[src/rtl/control_sequencer.sv]
// Hardwired Moore control unit for the miniSRC datapath: fetch T0-T2, decode, per-class execute microsequence.
// Ports: clock/clear (sync active-low), ir[31:27] opcode, CONFF_out branch flag; all datapath strobes, 5-bit ALU opcode, run.
// Optional MEM_WAIT_EN adds mem_ready: memory states (T1, ld T6, st T7) hold until it is sampled high.
module control_sequencer #(
  parameter logic [4:0] ALU_NOP = 5'b11010,
  parameter logic [4:0] ALU_ADD = 5'b00011
) (
`ifdef MEM_WAIT_EN
  input  logic        mem_ready,
`endif
  input  logic        clock,
  input  logic        clear,
  input  logic [31:0] ir,
  input  logic        CONFF_out,
  output logic        Gra,
  output logic        Grb,
  output logic        Grc,
  output logic        Rin,
  output logic        Rout,
  output logic        BAout,
  output logic        PCout,
  output logic        IncPC,
  output logic        PCin,
  output logic        IRin,
  output logic        Yin,
  output logic        HIout,
  output logic        HIin,
  output logic        LOout,
  output logic        LOin,
  output logic        Cout,
  output logic        Zhighout,
  output logic        Zlowout,
  output logic        Zin,
  output logic        MDRout,
  output logic        MDRin,
  output logic        MARin,
  output logic        memRead,
  output logic        memWrite,
  output logic        inPort_en,
  output logic        outPort_en,
  output logic        inPortOut,
  output logic        CONin,
  output logic [4:0]  opcode,
  output logic        run
);

  localparam logic [3:0] S_IDLE = 4'd0;
  localparam logic [3:0] S_T0   = 4'd1;
  localparam logic [3:0] S_T1   = 4'd2;
  localparam logic [3:0] S_T2   = 4'd3;
  localparam logic [3:0] S_T3   = 4'd4;
  localparam logic [3:0] S_T4   = 4'd5;
  localparam logic [3:0] S_T5   = 4'd6;
  localparam logic [3:0] S_T6   = 4'd7;
  localparam logic [3:0] S_T7   = 4'd8;
  localparam logic [3:0] S_HALT = 4'd9;

  // Instruction classes; anything unrecognised behaves as nop.
  localparam logic [3:0] C_NOP  = 4'd0;
  localparam logic [3:0] C_LD   = 4'd1;
  localparam logic [3:0] C_LDI  = 4'd2;
  localparam logic [3:0] C_ST   = 4'd3;
  localparam logic [3:0] C_ALUR = 4'd4;
  localparam logic [3:0] C_ALUI = 4'd5;
  localparam logic [3:0] C_BR   = 4'd6;
  localparam logic [3:0] C_IN   = 4'd7;
  localparam logic [3:0] C_OUT  = 4'd8;
  localparam logic [3:0] C_HALT = 4'd9;

  typedef struct packed {
    logic gra, grb, grc, rin, rout, baout, pcout, incpc, pcin, irin, yin, cout;
    logic zlowout, zin, mdrout, mdrin, marin, mem_read, mem_write;
    logic inport_en, outport_en, inport_out, conin;
    logic [4:0] alu_op;
    logic       run;
  } ctl_t;

  function automatic logic [3:0] op_class(input logic [4:0] op);
    case (op)
      5'b00000:                   return C_LD;
      5'b00001:                   return C_LDI;
      5'b00010:                   return C_ST;
      5'b00011, 5'b00100,
      5'b00101, 5'b00110:         return C_ALUR;
      5'b01100, 5'b01101, 5'b01110: return C_ALUI;
      5'b10010:                   return C_BR;
      5'b10110:                   return C_IN;
      5'b10111:                   return C_OUT;
      5'b11011:                   return C_HALT;
      default:                    return C_NOP;
    endcase
  endfunction

  logic [3:0] state_q, state_d;
  logic [4:0] op_q, op_d;
  logic [3:0] cls_d;
  ctl_t       ctl_q, ctl_d;
  logic       mem_go;
  logic       unused_ir;

  assign unused_ir = ^ir[26:0];

`ifdef MEM_WAIT_EN
  assign mem_go = mem_ready;
`else
  assign mem_go = 1'b1;
`endif

  // The opcode is captured on the T2->T3 edge so later states never look at ir again.
  always_comb begin
    op_d    = (state_q == S_T2) ? ir[31:27] : op_q;
    cls_d   = op_class(op_d);
    state_d = state_q;
    case (state_q)
      S_IDLE: state_d = S_T0;
      S_T0:   state_d = S_T1;
      S_T1:   if (mem_go) state_d = S_T2;
      S_T2: begin
        if (cls_d == C_HALT)     state_d = S_HALT;
        else if (cls_d == C_NOP) state_d = S_T0;
        else                     state_d = S_T3;
      end
      S_T3:   state_d = (cls_d == C_IN || cls_d == C_OUT) ? S_T0 : S_T4;
      S_T4:   state_d = S_T5;
      S_T5:   state_d = (cls_d == C_LD || cls_d == C_ST || cls_d == C_BR) ? S_T6 : S_T0;
      S_T6: begin
        if (cls_d == C_BR)       state_d = S_T0;
        else if (cls_d == C_ST)  state_d = S_T7;
        else if (mem_go)         state_d = S_T7;
      end
      S_T7:   if (cls_d != C_ST || mem_go) state_d = S_T0;
      S_HALT: state_d = S_HALT;
      default: state_d = S_IDLE;
    endcase
  end

  // Strobes are decoded from the next state and registered, so each one is
  // high for exactly the cycle the state register holds that Tn.
  always_comb begin
    ctl_d        = '0;
    ctl_d.alu_op = ALU_NOP;
    ctl_d.run    = 1'b1;
    case (state_d)
      S_T0: begin ctl_d.pcout = 1'b1; ctl_d.marin = 1'b1; ctl_d.incpc = 1'b1; ctl_d.zin = 1'b1; end
      S_T1: begin ctl_d.zlowout = 1'b1; ctl_d.pcin = 1'b1; ctl_d.mem_read = 1'b1; ctl_d.mdrin = 1'b1; end
      S_T2: begin ctl_d.mdrout = 1'b1; ctl_d.irin = 1'b1; end
      S_T3: begin
        case (cls_d)
          C_LD, C_LDI, C_ST: begin ctl_d.grb = 1'b1; ctl_d.baout = 1'b1; ctl_d.yin = 1'b1; end
          C_ALUR, C_ALUI:    begin ctl_d.grb = 1'b1; ctl_d.rout = 1'b1; ctl_d.yin = 1'b1; end
          C_BR:              begin ctl_d.gra = 1'b1; ctl_d.rout = 1'b1; ctl_d.conin = 1'b1; end
          C_IN:              begin ctl_d.inport_out = 1'b1; ctl_d.gra = 1'b1; ctl_d.rin = 1'b1; end
          C_OUT:             begin ctl_d.gra = 1'b1; ctl_d.rout = 1'b1; ctl_d.outport_en = 1'b1; end
          default: ;
        endcase
      end
      S_T4: begin
        case (cls_d)
          C_LD, C_LDI, C_ST: begin ctl_d.cout = 1'b1; ctl_d.alu_op = ALU_ADD; ctl_d.zin = 1'b1; end
          C_ALUR:            begin ctl_d.grc = 1'b1; ctl_d.rout = 1'b1; ctl_d.alu_op = op_d; ctl_d.zin = 1'b1; end
          C_ALUI: begin
            ctl_d.cout = 1'b1;
            ctl_d.zin  = 1'b1;
            // Immediate forms reuse the register-form ALU codes.
            case (op_d)
              5'b01100: ctl_d.alu_op = 5'b00011;
              5'b01101: ctl_d.alu_op = 5'b00101;
              default:  ctl_d.alu_op = 5'b00110;
            endcase
          end
          C_BR:              begin ctl_d.pcout = 1'b1; ctl_d.yin = 1'b1; end
          default: ;
        endcase
      end
      S_T5: begin
        case (cls_d)
          C_LD, C_ST:              begin ctl_d.zlowout = 1'b1; ctl_d.marin = 1'b1; end
          C_LDI, C_ALUR, C_ALUI:   begin ctl_d.zlowout = 1'b1; ctl_d.gra = 1'b1; ctl_d.rin = 1'b1; end
          C_BR:                    begin ctl_d.cout = 1'b1; ctl_d.alu_op = ALU_ADD; ctl_d.zin = 1'b1; end
          default: ;
        endcase
      end
      S_T6: begin
        case (cls_d)
          C_LD: begin ctl_d.mem_read = 1'b1; ctl_d.mdrin = 1'b1; end
          C_ST: begin ctl_d.gra = 1'b1; ctl_d.rout = 1'b1; ctl_d.mdrin = 1'b1; end
          // Branch not taken keeps the cycle but drives nothing.
          C_BR: if (CONFF_out) begin ctl_d.zlowout = 1'b1; ctl_d.pcin = 1'b1; end
          default: ;
        endcase
      end
      S_T7: begin
        if (cls_d == C_ST) ctl_d.mem_write = 1'b1;
        else begin ctl_d.mdrout = 1'b1; ctl_d.gra = 1'b1; ctl_d.rin = 1'b1; end
      end
      S_HALT: ctl_d.run = 1'b0;
      default: ;
    endcase
  end

  always_ff @(posedge clock) begin
    if (!clear) begin
      state_q      <= S_IDLE;
      op_q         <= ALU_NOP;
      ctl_q        <= '0;
      ctl_q.alu_op <= ALU_NOP;
      ctl_q.run    <= 1'b1;
    end else begin
      state_q <= state_d;
      op_q    <= op_d;
      ctl_q   <= ctl_d;
    end
  end

  assign Gra        = ctl_q.gra;
  assign Grb        = ctl_q.grb;
  assign Grc        = ctl_q.grc;
  assign Rin        = ctl_q.rin;
  assign Rout       = ctl_q.rout;
  assign BAout      = ctl_q.baout;
  assign PCout      = ctl_q.pcout;
  assign IncPC      = ctl_q.incpc;
  assign PCin       = ctl_q.pcin;
  assign IRin       = ctl_q.irin;
  assign Yin        = ctl_q.yin;
  assign Cout       = ctl_q.cout;
  assign Zlowout    = ctl_q.zlowout;
  assign Zin        = ctl_q.zin;
  assign MDRout     = ctl_q.mdrout;
  assign MDRin      = ctl_q.mdrin;
  assign MARin      = ctl_q.marin;
  assign memRead    = ctl_q.mem_read;
  assign memWrite   = ctl_q.mem_write;
  assign inPort_en  = ctl_q.inport_en;
  assign outPort_en = ctl_q.outport_en;
  assign inPortOut  = ctl_q.inport_out;
  assign CONin      = ctl_q.conin;
  assign opcode     = ctl_q.alu_op;
  assign run        = ctl_q.run;

  // Reserved for mul/div in a later revision.
  assign HIout    = 1'b0;
  assign HIin     = 1'b0;
  assign LOout    = 1'b0;
  assign LOin     = 1'b0;
  assign Zhighout = 1'b0;

endmodule

[config.mk]
export PLATFORM = sky130hd
export DESIGN_NAME = control_sequencer
export DESIGN_NICKNAME = d
export VERILOG_FILES = /design/src/rtl/control_sequencer.sv
export SDC_FILE = /design/constraint.sdc
export NUM_CORES = 1
export LEC_CHECK = 0
export CORE_MARGIN = 2
export CORE_UTILIZATION = 35
export DETAILED_ROUTE_END_ITERATION = 12
export GPL_TIMING_DRIVEN = 0
export PLACE_DENSITY_LB_ADDON = 0.2
export REMOVE_ABC_BUFFERS = 1
export SLEW_MARGIN = 10
export SYNTH_ARGS = -nofsm -noshare
export SYNTH_HDL_FRONTEND = slang
export SYNTH_SLANG_ARGS = --single-unit
[constraint.sdc]
create_clock -name clock -period 4.6 [get_ports clock]
set_input_delay 0.69 -clock clock [delete_from_list [all_inputs] [get_ports clock]]
set_output_delay 0.69 -clock clock [all_outputs]
set_load 0.01 [all_outputs]
==> flow_metrics.env <==
export IMPL_synth_seq_area_share=0.341
export IMPL_switching_share=0.271
export IMPL_hold_path_class="flip-flop to flip-flop"
export IMPL_synth_adder_area_share=0.0288
export IMPL_grt_antenna_before_repair=0
export IMPL_netSwitchingPower_mw=0.213
export IMPL_drt_wirelength_per_cell_um=15.3
export IMPL_critPathCaptureType="flip-flop"
export IMPL_dp_hpwl_um=3870
export IMPL_fillers=601
export IMPL_placementRows=28
export IMPL_post_drt_via_cell_ratio=5.34
export IMPL_globalRouteTotalUtil=0.167
export IMPL_gpl_final_weighted_congestion=0.866
export IMPL_ys_async_sr_fraction=0
export IMPL_number_of_nets_in_the_layout=316
export IMPL_syn_avg_cell_area_sq_um=8.69
export IMPL_slew_limit_headroom=0.498
export IMPL_synth_compound_area_share=0.207
export IMPL_final_design_area_no_fill_sq_um=2660
export IMPL_cts_htree_levels=2
export IMPL_timing_worst_slew_pin_value_ns=0.745
export IMPL_grt_pass1_wl_um=8630
export IMPL_critical_path_required_ns=4.81
export IMPL_yosys_area_share_simple=0.282
export IMPL_gr_usage_met2=0.249
export IMPL_crit_fanout=20
export IMPL_highest_utilization_routing_layer_at_the_global_route_stage="met2"
export IMPL_mappedNetlistArea_sq_um=2170
export IMPL_placement_io_buffers=35
export IMPL_start_kind="flip-flop"
export IMPL_clock_root_buffer="clkbuf_8"
export IMPL_gr_usage_met3=0.0368
export IMPL_overflow=0
export IMPL_die_height_um=82.8
export IMPL_tritoncts_clock_tree="built"
export IMPL_yosys_area_share_xor_xnor=0.00806
export IMPL_die_w_um=82.8
export IMPL_met1_usage=0.239
export IMPL_mux_share_of_post_synthesis_cell_area=0.0449
export IMPL_p_comb_frac=0.192
export IMPL_synth_seq_cells=37
export IMPL_drv_max_cap_violation_count=0
export IMPL_synth_lib_cells_used_distinct=68
export IMPL_top_level_ports=69
export IMPL_ctsLongestPathBuffers=2
export IMPL_design_power_total_mw=0.784
export IMPL_synthesis_instances=250
export IMPL_drtAntennaViolNets=0
export IMPL_remaining_drc_errors=0
export IMPL_layout_cells_most_common_list="dfxtp_1, clkdlybuf4s50_1, nor2_1"
export IMPL_numCtsBuffers=5
export IMPL_combinational_family_with_the_most_area_after_synthesis="simple AND/OR/NAND/NOR gates"
export IMPL_total_wire_length_um=5380
export IMPL_arrival_time_at_the_worst_endpoint_ns=4.52
export IMPL_pin_count_of_the_biggest_net_entering_global_routing=21
export IMPL_clk_lat_worst_skew_ns=0.29
export IMPL_power_internal_mw=0.571
export IMPL_drt_first_iter_violations=174
export IMPL_layout_drive_gt1_share=0.119
export IMPL_initial_cell_density_of_the_core=0.365
export IMPL_pwr_share_seq=0.433
export IMPL_cts_reportedPaths_clkPinSlew_ns=0.07
export IMPL_dpl_worst_slack_ns=-0.842
export IMPL_p_per_area_nw_per_um2=294
export IMPL_insertedDiodeCount=0
export IMPL_syn_to_final_growth_pct=22.5
export IMPL_die_area_sq_um=6850
export IMPL_via_count=1880
export IMPL_worstSetupPathType="flip-flop to flip-flop"
export IMPL_layout_worst_path_cycle_share=0.939
export IMPL_timing_final_setup_violations=0
export IMPL_status="completed"
export IMPL_ir_worst_vdd_mv=0.141
export IMPL_postCtsSetupRepairBufs=0
export IMPL_grt_pass1_vias=1723
export IMPL_final_core_util=0.447
export IMPL_synth_flop_cell="dfxtp_1"
export IMPL_hold_bufs_inserted_after_cts=0
export IMPL_rsz0062_at_grt="no"
export IMPL_dpl_cell_area_sq_um=2500
export IMPL_power_share_clock=0.374
export IMPL_reg2reg_setup_slack_ns=0.28
export IMPL_yosysWarnings=0
export IMPL_timing_fmax_mhz=232
export IMPL_timing_final_crit_period_ns=4.32
export IMPL_numClockSinks=37
export IMPL_core_region_area_sq_um=5960
export IMPL_skew_ns=0.00620
export IMPL_maxSlewViolCount=0
export IMPL_p_leak_nw=0.968
export IMPL_synth_edff_count=0
export IMPL_report_final_hold_viol_count=0
export IMPL_setup_ws_ns=0.281
export IMPL_drtPass1Iterations=4
export IMPL_layout_cells_most_common="dfxtp_1"
-- power by group through the flow --
stage / combinational, mW / clock [mW] / sequential [mW]
detailed placement: 0.143 / 0 / 0.347
CTS: 0.146 / 0.300 / 0.340
global route: 0.165 / 0.312 / 0.341
global placement: 0.143 / 0 / 0.347
finish: 0.151 / 0.293 / 0.340
floorplan: 0.0879 / 0 / 0.350
-- worst max-delay path: stages, from the launching register on --
cell      delay, ns
dfxtp_1        0.51
and4bb_4       0.37
nand2_1        0.09
and2_1         0.21
inv_1          0.12
ha_1           0.32
and3b_1        0.21
a31o_1         0.21
a211oi_4       0.42
nor2_4         0.18
and2_4         0.20
o2111a_2       0.33
or4_1          0.55
or3b_4         0.42
o31ai_1        0.08
-- layout make-up --
type	count	area, sq um	share of cell area
Timing Repair Buffer	35	350	0.132
Sequential cell	37	742	0.279
Multi-Input combinational cell	184	1310	0.491
Tap cell	75	93.8	0.0353
Clock buffer	6	82.6	0.0310
Clock inverter	2	37.5	0.0141
Inverter	13	48.8	0.0183
-- through the flow --
stage / hold slack (ns) / setup TNS, ns / instances
after global placement: 0.521 / -9.58 / 344
after floorplan: 0.493 / 0 / 234
after CTS: 0.555 / 0 / 352
after detailed placement: 0.535 / -9.57 / 344
final: 0.516 / 0 / 352
after global routing: 0.555 / 0 / 352
-- metal layers --
metal,wire length (um),share of wire
met5,0,0
met4,82,0.015
met3,306,0.057
met2,2420,0.45
met1,2570,0.48
-- cell families (layout without fill, tap and decap cells) --
kind of cell,after synthesis,after routing
and+or+nand+nor,104,104
AOI/OAI and AO/OA,59,59
DFF,37,37
buffers and inverters,34,56
muxes,8,8
adders and majority gates,5,5
xor gates and xnor gates,2,2
other,1,6
-- cells in the mapped netlist (2+ instances only) --
cell type / count / share of area
ha_1: 5 / 0.029
and3_1: 3 / 0.0086
o21ai_0: 9 / 0.021
nor2_1: 24 / 0.041
and2_1: 2 / 0.0058
nand3_1: 3 / 0.0069
a22oi_1: 3 / 0.010
a41oi_1: 3 / 0.012
nor2b_1: 5 / 0.014
inv_1: 13 / 0.022
nand2_1: 22 / 0.038
mux2i_1: 5 / 0.023
and3b_1: 2 / 0.0081
o21bai_1: 3 / 0.010
o31ai_1: 2 / 0.0069
nand2b_1: 5 / 0.014
or3_1: 6 / 0.017
nand3b_1: 7 / 0.024
a21oi_1: 16 / 0.037
buf_2: 2 / 0.0046
dfxtp_1: 37 / 0.34
a211oi_1: 2 / 0.0069
a211oi_4: 2 / 0.018
buf_4: 9 / 0.031
clkbuf_1: 7 / 0.012
nor3b_1: 5 / 0.017
a31o_1: 2 / 0.0081
nor3_1: 4 / 0.0092
buf_6: 3 / 0.016
-- timing repair --
action	CTS	global route
pin swaps	0	2
endpoints found under the setup margin	21	11
resized for setup	4	6
-- path summary, 6_finish.rpt --
kind | endpoint | startpoint | cells past startpoint
hold / removal | op_q[1] | op_q[1] | 2
hold reg to reg | op_q[1] | op_q[1] | 2
setup / recovery | MARin | state_q[2] | 14
setup reg to reg | MARin | state_q[2] | 14
No activity file was read; power rests on OpenSTA's default activity.
